`config.mk`:
```
export PLATFORM = sky130hd
export DESIGN_NAME = data_packer_flat
export DESIGN_NICKNAME = d
export VERILOG_FILES = /design/src/rtl/data_packer_pkg.sv /design/src/rtl/data_packer_if.sv /design/src/rtl/data_packer_fifo.sv /design/src/rtl/data_packer.sv /design/src/flat_wrapper.sv
export SDC_FILE = /design/constraint.sdc
export NUM_CORES = 2
export LEC_CHECK = 0
export CAP_MARGIN = 20
export CORE_ASPECT_RATIO = 0.5
export CORE_MARGIN = 2
export CORE_UTILIZATION = 40
export CTS_CLUSTER_SIZE = 25
export DETAILED_ROUTE_END_ITERATION = 12
export PLACE_DENSITY_LB_ADDON = 0.3
export SYNTH_ARGS = -nofsm -noshare
export SYNTH_HDL_FRONTEND = slang
export SYNTH_SLANG_ARGS = --single-unit
```
`constraint.sdc`:
```
create_clock -name sys_clk -period 19.1 [get_ports sys_clk]
set_clock_uncertainty 0.2 [all_clocks]
set_input_delay 2.865 -clock sys_clk [delete_from_list [all_inputs] [get_ports sys_clk]]
set_output_delay 2.865 -clock sys_clk [all_outputs]
set_load 0.01 [all_outputs]
```
`src/rtl/data_packer_pkg.sv`:
```
// pack_pkg: shared widths, helpers and the FIFO entry layout for the data_packer slice.
// Width helpers are functions so parametrised modules can size themselves from
// their own N / FIFO_DEPTH; the localparams and pack_entry_t describe the default
// 8-bit-in / 256-bit-out / 2-deep configuration.
package pack_pkg;

  localparam int unsigned DEF_IN_W       = 8;
  localparam int unsigned DEF_OUT_W      = 256;
  localparam int unsigned DEF_FIFO_DEPTH = 2;
  localparam int unsigned DEF_N          = DEF_OUT_W / DEF_IN_W;

  localparam int unsigned LANE_W = $clog2(DEF_N);
  localparam int unsigned CNT_W  = $clog2(DEF_N + 1);
  localparam int unsigned PTR_W  = $clog2(DEF_FIFO_DEPTH);

  typedef struct packed {
    logic [DEF_OUT_W-1:0] data;
    logic [CNT_W-1:0]     cnt;
    logic                 last;
  } pack_entry_t;

  // Lane counter width; N >= 2 so $clog2 never returns 0 in practice.
  function automatic int unsigned lane_w(int unsigned n);
    return (n > 1) ? $clog2(n) : 1;
  endfunction

  // Lane-count field width: must hold the value N itself.
  function automatic int unsigned cnt_w(int unsigned n);
    return $clog2(n + 1);
  endfunction

  function automatic int unsigned ptr_w(int unsigned depth);
    return (depth > 1) ? $clog2(depth) : 1;
  endfunction

  // Physical lane for the cnt-th beat of a word.
  function automatic int unsigned lane_idx(int unsigned cnt, int unsigned n, bit msb_first);
    return msb_first ? (n - 1 - cnt) : cnt;
  endfunction

endpackage

```
`src/rtl/data_packer_if.sv`:
```
// data_packer_if: input beat stream and output word stream of the packer.
//   in_valid/in_ready/in_data/in_last         : narrow beat handshake
//   out_valid/out_ready/out_data/out_cnt/out_last : wide word handshake
// master = the surrounding system (beat source and word sink),
// slave  = the packer itself.
interface data_packer_if #(
  parameter int unsigned IN_W  = 8,
  parameter int unsigned OUT_W = 256
);

  localparam int unsigned N   = OUT_W / IN_W;
  localparam int unsigned OCW = pack_pkg::cnt_w(N);

  logic            in_valid;
  logic            in_ready;
  logic [IN_W-1:0] in_data;
  logic            in_last;

  logic             out_valid;
  logic             out_ready;
  logic [OUT_W-1:0] out_data;
  logic [OCW-1:0]   out_cnt;
  logic             out_last;

  modport master (
    output in_valid, in_data, in_last, out_ready,
    input  in_ready, out_valid, out_data, out_cnt, out_last
  );

  modport slave (
    input  in_valid, in_data, in_last, out_ready,
    output in_ready, out_valid, out_data, out_cnt, out_last
  );

endinterface

```
`src/rtl/data_packer_fifo.sv`:
```
// pack_fifo: synchronous FIFO of DEPTH entries of W bits with a registered head.
//   clk_i, rst_i (async, active-high)
//   push_i/push_data_i : write request (ignored while full)
//   pop_i              : consume head (ignored while empty)
//   head_o             : current head entry, zero when empty
//   valid_o            : FIFO not empty (registered)
//   full_o             : FIFO full (registered)
module pack_fifo
  import pack_pkg::*;
#(
  parameter int unsigned W     = 8,
  parameter int unsigned DEPTH = 2
) (
  input  logic         clk_i,
  input  logic         rst_i,
  input  logic         push_i,
  input  logic [W-1:0] push_data_i,
  input  logic         pop_i,
  output logic [W-1:0] head_o,
  output logic         valid_o,
  output logic         full_o
);

  localparam int unsigned PW = ptr_w(DEPTH);
  localparam int unsigned CW = PW + 1;

  logic [W-1:0]  mem_q [DEPTH];
  logic [PW-1:0] wr_ptr_q, wr_ptr_d;
  logic [PW-1:0] rd_ptr_q, rd_ptr_d;
  logic [CW-1:0] count_q, count_d;
  logic [W-1:0]  head_q, head_d;
  logic          empty_q, full_q;
  logic          push, pop;

  assign push = push_i && !full_q;
  assign pop  = pop_i && !empty_q;

  // The head register always mirrors the entry at the next read pointer so the
  // output fields come straight from a flop. A push into an empty FIFO (or a
  // push while the only entry is popped) bypasses memory into the head.
  always_comb begin
    wr_ptr_d = wr_ptr_q + PW'(push);
    rd_ptr_d = rd_ptr_q + PW'(pop);
    count_d  = count_q + CW'(push) - CW'(pop);
    head_d   = head_q;
    if (count_d == '0) begin
      head_d = '0;
    end else if (pop) begin
      head_d = (count_q == CW'(1)) ? push_data_i : mem_q[rd_ptr_d];
    end else if (count_q == '0) begin
      head_d = push_data_i;
    end
  end

  always_ff @(posedge clk_i or posedge rst_i) begin
    if (rst_i) begin
      wr_ptr_q <= '0;
      rd_ptr_q <= '0;
      count_q  <= '0;
      head_q   <= '0;
      empty_q  <= 1'b1;
      full_q   <= 1'b0;
    end else begin
      wr_ptr_q <= wr_ptr_d;
      rd_ptr_q <= rd_ptr_d;
      count_q  <= count_d;
      head_q   <= head_d;
      empty_q  <= (count_d == '0);
      full_q   <= (count_d == CW'(DEPTH));
    end
  end

  always_ff @(posedge clk_i) begin
    if (push) begin
      mem_q[wr_ptr_q] <= push_data_i;
    end
  end

  assign head_o  = head_q;
  assign valid_o = !empty_q;
  assign full_o  = full_q;

endmodule

```
`src/rtl/data_packer.sv`:
```
// data_packer: packs IN_W-bit beats into OUT_W-bit words (N = OUT_W/IN_W lanes).
//   sys_clk  : single clock, all logic on posedge
//   sys_rst  : async, active-high reset
//   bus      : data_packer_if slave modport
//     in_valid/in_ready/in_data/in_last : beat input; in_last closes a partial word
//     out_valid/out_ready/out_data/out_cnt/out_last : FIFO head; unfilled lanes zero,
//       out_cnt = filled lanes (1..N), out_last = word closed by in_last
// MSB_FIRST=0 places the first beat in lane 0, MSB_FIRST=1 in lane N-1.
module data_packer
  import pack_pkg::*;
#(
  parameter int unsigned IN_W       = 8,
  parameter int unsigned OUT_W      = 256,
  parameter int unsigned FIFO_DEPTH = 2,
  parameter bit          MSB_FIRST  = 1'b0
) (
  input  logic         sys_clk,
  input  logic         sys_rst,
  data_packer_if.slave bus
);

  localparam int unsigned N   = OUT_W / IN_W;
  localparam int unsigned LW  = lane_w(N);
  localparam int unsigned OCW = cnt_w(N);

  typedef struct packed {
    logic [OUT_W-1:0] data;
    logic [OCW-1:0]   cnt;
    logic             last;
  } entry_t;

  logic [LW-1:0]    lane_cnt_q, lane_cnt_d;
  logic [OUT_W-1:0] acc_q, acc_d;
  logic [OUT_W-1:0] beat_word;
  logic             beat;
  logic             close;
  entry_t           push_entry;
  entry_t           head_entry;
  logic             fifo_full;
  logic             fifo_valid;

  // in_ready comes from the registered full flag, so nothing here depends
  // combinationally on out_ready.
  assign bus.in_ready = !fifo_full;

  always_comb begin
    beat      = bus.in_valid && !fifo_full;
    beat_word = {{(OUT_W-IN_W){1'b0}}, bus.in_data}
                << (IN_W * lane_idx(32'(lane_cnt_q), N, MSB_FIRST));
    close     = beat && ((lane_cnt_q == LW'(N - 1)) || bus.in_last);

    push_entry.data = acc_q | beat_word;
    push_entry.cnt  = OCW'(lane_cnt_q) + OCW'(1);
    push_entry.last = bus.in_last;

    lane_cnt_d = lane_cnt_q;
    acc_d      = acc_q;
    if (close) begin
      lane_cnt_d = '0;
      acc_d      = '0;
    end else if (beat) begin
      lane_cnt_d = lane_cnt_q + LW'(1);
      acc_d      = push_entry.data;
    end
  end

  always_ff @(posedge sys_clk or posedge sys_rst) begin
    if (sys_rst) begin
      lane_cnt_q <= '0;
      acc_q      <= '0;
    end else begin
      lane_cnt_q <= lane_cnt_d;
      acc_q      <= acc_d;
    end
  end

  pack_fifo #(
    .W     ($bits(entry_t)),
    .DEPTH (FIFO_DEPTH)
  ) u_fifo (
    .clk_i       (sys_clk),
    .rst_i       (sys_rst),
    .push_i      (close),
    .push_data_i (push_entry),
    .pop_i       (bus.out_ready),
    .head_o      (head_entry),
    .valid_o     (fifo_valid),
    .full_o      (fifo_full)
  );

  assign bus.out_valid = fifo_valid;
  assign bus.out_data  = head_entry.data;
  assign bus.out_cnt   = head_entry.cnt;
  assign bus.out_last  = head_entry.last;

endmodule

```
`src/flat_wrapper.sv`:
```
// flat-port wrapper written by rule: the top's interface ports become plain ports
module data_packer_flat import pack_pkg::*;
#(
  parameter int unsigned IN_W       = 8,
  parameter int unsigned OUT_W      = 256,
  parameter int unsigned FIFO_DEPTH = 2,
  parameter bit          MSB_FIRST  = 1'b0
)
  (sys_clk, sys_rst, bus_in_valid, bus_in_data, bus_in_last, bus_out_ready, bus_in_ready, bus_out_valid, bus_out_data, bus_out_cnt, bus_out_last);
  data_packer_if #(.IN_W(IN_W), .OUT_W(OUT_W)) bus_i ();
  input  logic sys_clk;
  input  logic sys_rst;
  input wire logic [$bits(bus_i.in_valid)-1:0] bus_in_valid;
  input wire logic [$bits(bus_i.in_data)-1:0] bus_in_data;
  input wire logic [$bits(bus_i.in_last)-1:0] bus_in_last;
  input wire logic [$bits(bus_i.out_ready)-1:0] bus_out_ready;
  output wire logic [$bits(bus_i.in_ready)-1:0] bus_in_ready;
  output wire logic [$bits(bus_i.out_valid)-1:0] bus_out_valid;
  output wire logic [$bits(bus_i.out_data)-1:0] bus_out_data;
  output wire logic [$bits(bus_i.out_cnt)-1:0] bus_out_cnt;
  output wire logic [$bits(bus_i.out_last)-1:0] bus_out_last;
  assign bus_i.in_valid = bus_in_valid;
  assign bus_i.in_data = bus_in_data;
  assign bus_i.in_last = bus_in_last;
  assign bus_i.out_ready = bus_out_ready;
  assign bus_in_ready = bus_i.in_ready;
  assign bus_out_valid = bus_i.out_valid;
  assign bus_out_data = bus_i.out_data;
  assign bus_out_cnt = bus_i.out_cnt;
  assign bus_out_last = bus_i.out_last;
  data_packer #(.IN_W(IN_W), .OUT_W(OUT_W), .FIFO_DEPTH(FIFO_DEPTH), .MSB_FIRST(MSB_FIRST)) u_core (.sys_clk(sys_clk), .sys_rst(sys_rst), .bus(bus_i));
endmodule
```
==> results.cfg <==
[cells_and_area]
syn2layout_area_growth_pct = 15.6
layout.nets = 3586
regArea_sq_um = 29100
final_core_util_pct = 46.9
post_route_cells_drive_above_1_share_pct = 9.51
fill_cells = 9828
multiInputGateArea_sq_um = 14400

[worst_setup_path]
crit_fanout = 69
cp_common_cell = buf_4
r2r_end = u_core.u_fifo.mem_q[0][155]
startpoint_type = primary input
critPathArrivalTime_ps = 7850
r2r_setup_slack_ps = 13600
end_kind = flip-flop
r2r_start = u_core.lane_cnt_q[0]
crit_slowest_cell = and2_4
slowest_delay_ps = 860
r2r_cells = 9
crit_chain = clkdlybuf4s50_1 -> nor2b_4 -> buf_4 -> buf_4 -> and2_4 -> buf_4 -> buf_4 -> o211ai_1 -> a21oi_1
critPathKind = primary input to flip-flop
cp.required_ps = 19490

[synth]
syn_nets = 3495
synth.distinct_cells = 48
synth_top_cell_by_area = edfxtp_1
synth_area_leaders = edfxtp_1 35%, dfrtp_1 29%, mux2i_1 5.9%
synthAdderAreaFrac_pct = 0.167
netlist_instances = 3476
synth-main-ff-cell = dfrtp_1
synth-seq-area-share_pct = 64.6
async_reset_ff_share_pct = 50.2
synth-xor-area-share_pct = 0.131
synth_top_family_by_area = compound AO/OA/AOI/OAI gates
synthSimpleGateAreaFrac_pct = 9.46
syn-cell-area_sq_um = 45000
synthMuxAreaShare_pct = 5.85
yosysWarnings = 0
syn_area_per_cell_sq_um = 12.9
synth_seq_cells = 1056
synth_edf_count = 526
synth-compound-area-share_pct = 16.0
yosys.area.top_type_share_pct = 35.1

[timing]
period_share_pct = 39.0
slew_headroom_pct = -6.45
setup_viol = 0
slew_viol_final = 46
worst_pin_slew_ps = 1600
fin_setup_tns_ps = 0
max_freq_mhz = 134
rsz0062_at_grt = false
min_period_ps = 7450
hold_viol = 0

[hold_path]
hp-class = flip-flop to flip-flop
holdPathStages = 2
hold_path_end = u_core.acc_q[53]
hold_path_startpoint = u_core.acc_q[53]

[drt]
drt_drc_violations_left = 0
wirelength_um = 130000
ant_nets = 0
first_pass_iters = 5
via_per_inst = 5.78
drt_iter0_drc = 2969
num_vias = 29700
drt-wirelength-per-cell_um = 25.2

[cts]
cts-hold-fix-buffers = 0
clock-root-buffer = clkbuf_16
ctsResizeCount = 0
cts_buffers = 97
clkTransAtPathRegs_ps = 70
post_cts_buffers = 0
cts_tree = done
h-tree-depth = 3
cts_buffer_depth = 3
cts_sinks = 1056
worstSkewPairLatency_ps = 700

[grt]
track_usage_pct = 22.0
overflow = 0
antenna_found_initial = 3
grt_pass1_wl_um = 193000
grt_pass1_vias = 29000
grt_max_degree = 197

[power_and_ir_drop]
p_leak_uw = 0.0213
p_per_area_nw_per_um2 = 144
ir_worst_vdd_uv = 200

[place]
gp_congestion = 0.765
io_buffers = 277
post-dp-hpwl_um = 71600

[run]
maxCapViolCount = 0

[die]
initial_core_util_pct = 40.6
core_sq_um = 111000
dieArea_sq_um = 115000
die_x_um = 478
die_height_um = 241
rows = 86
ios = 278

[status]
status = complete, but fails checks
violations = slew limit
critical path, delay by kind of cell:
family	cells	cell delay, ps
buffers and inverters	5	3410
AND/OR/NAND/NOR	2	980
AO/OA/AOI/OAI	2	430
report_power, final:
part / switching [uW] / internal [uW] / leakage, uW
Combinational: 1620 / 875 / 0.00751
Clock: 868 / 1130 / 0.00161
Sequential: 211 / 2750 / 0.0121
Total: 2700 / 4760 / 0.0213
registers in the layout, summed over array words and instances (netlist names):
register / flops
u_core.u_fifo.mem_q: 526
u_core.u_fifo.head_o: 263
u_core.acc_q: 256
u_core.lane_cnt_q: 5
u_core.u_fifo.count_q: 2
u_core.u_fifo.empty_q: 1
u_core.u_fifo.full_o: 1
u_core.u_fifo.rd_ptr_q: 1
u_core.u_fifo.wr_ptr_q: 1
worst max path at each step:
stage	to	depth (start not counted)	from
2_1_floorplan	u_core.acc_q[0]	1	sys_rst
3_3_place_gp	u_core.u_fifo.head_o[87]	9	bus_out_ready
3_5_place_dp	u_core.u_fifo.head_o[142]	9	bus_out_ready
4_1_cts	u_core.u_fifo.head_o[142]	9	bus_out_ready
5_1_grt	u_core.u_fifo.head_o[153]	9	bus_out_ready
6_report	u_core.u_fifo.head_o[142]	9	bus_out_ready
synthesized netlist by cell type (2+ instances only):
library cell / number
nand2_1: 396
dfrtp_1: 529
buf_8: 2
nor2b_1: 3
nor2_4: 4
buf_4: 25
nand4_4: 8
edfxtp_1: 526
ha_1: 6
and2_1: 3
nor4bb_1: 5
buf_6: 15
o21bai_1: 108
mux2i_1: 263
a21o_1: 124
xor2_1: 2
nand3_1: 263
a21oi_1: 246
xnor2_2: 2
inv_1: 8
nand4b_4: 24
and4bb_2: 18
o21bai_2: 24
clkbuf_1: 132
buf_1: 7
nand2b_4: 2
o211ai_2: 5
o211ai_1: 257
nand2b_1: 4
o21ai_0: 72
or2_1: 3
o21ai_1: 60
buf_2: 155
a21oi_2: 17
nor4b_4: 8
a22o_1: 127
nor2_1: 11
o21a_1: 2
per-layer routing:
layer / track usage, % / vias up / share of wire (%)
met5: 0 / - / 0
met4: 5.57 / 0 / 2.1
met3: 3.79 / 155 / 6.3
met2: 35.7 / 1026 / 48
met1: 30.7 / 15400 / 43
li1: - / 13100 / -
layout by cell type (no fill, tap or decap), drive strengths merged, types with 5 or more instances in the layout:
cell type and n:
a21o 124, inv 13, nand4 8, nor4b 8, clkbuf 139, a21oi 263
o21bai 132, a22o 127, dfrtp 529, mux2i 263, nand2b 6, edfxtp 526
buf 51, nor4bb 5, o211ai 262, clkdlybuf4s50 277, bufinv 7, nand2 396
nand3 263, nand4b 24, clkinv 26, ha 6, o21ai 132, nor2 15
and4bb 18
per-stage QoR:
| step | cell area, sq um | std cells | power [uW] | setup slack (ps) | hold WS [ps] |
|---|---|---|---|---|---|
| 5_1_grt | 52000 | 5146 | 7780 | 11390 | 290 |
| 3_5_place_dp | 48700 | 4961 | 5500 | 10960 | 261 |
| 3_3_place_gp | 48500 | 4956 | 5450 | 11000 | 253 |
| 6_report | 52000 | 5146 | 7460 | 11650 | 272 |
| 2_1_floorplan | 45000 | 3476 | 4580 | 1230 | 241 |
| 4_1_cts | 51900 | 5141 | 7490 | 11690 | 275 |
final cells by class:
type                    instances  share of cell area [%]
flip-flops and latches       1056                    55.9
multi-input cells            2076                    27.6
repair buffers                328                    6.50
clock buffers                 139                    5.48
well taps                    1496                    3.60
clock inverters                41                   0.770
inverters                       8                  0.0722
diodes                          2                 0.00963
logic make-up after synthesis:
family / after synthesis
AOI/OAI and AO/OA: 1044
xor gates and xnor gates: 5
muxes: 263
DFF: 1056
adders and majority gates: 6
and+or+nand+nor: 758
buffers and inverters: 344
No activity file was read; power rests on OpenSTA's default activity.
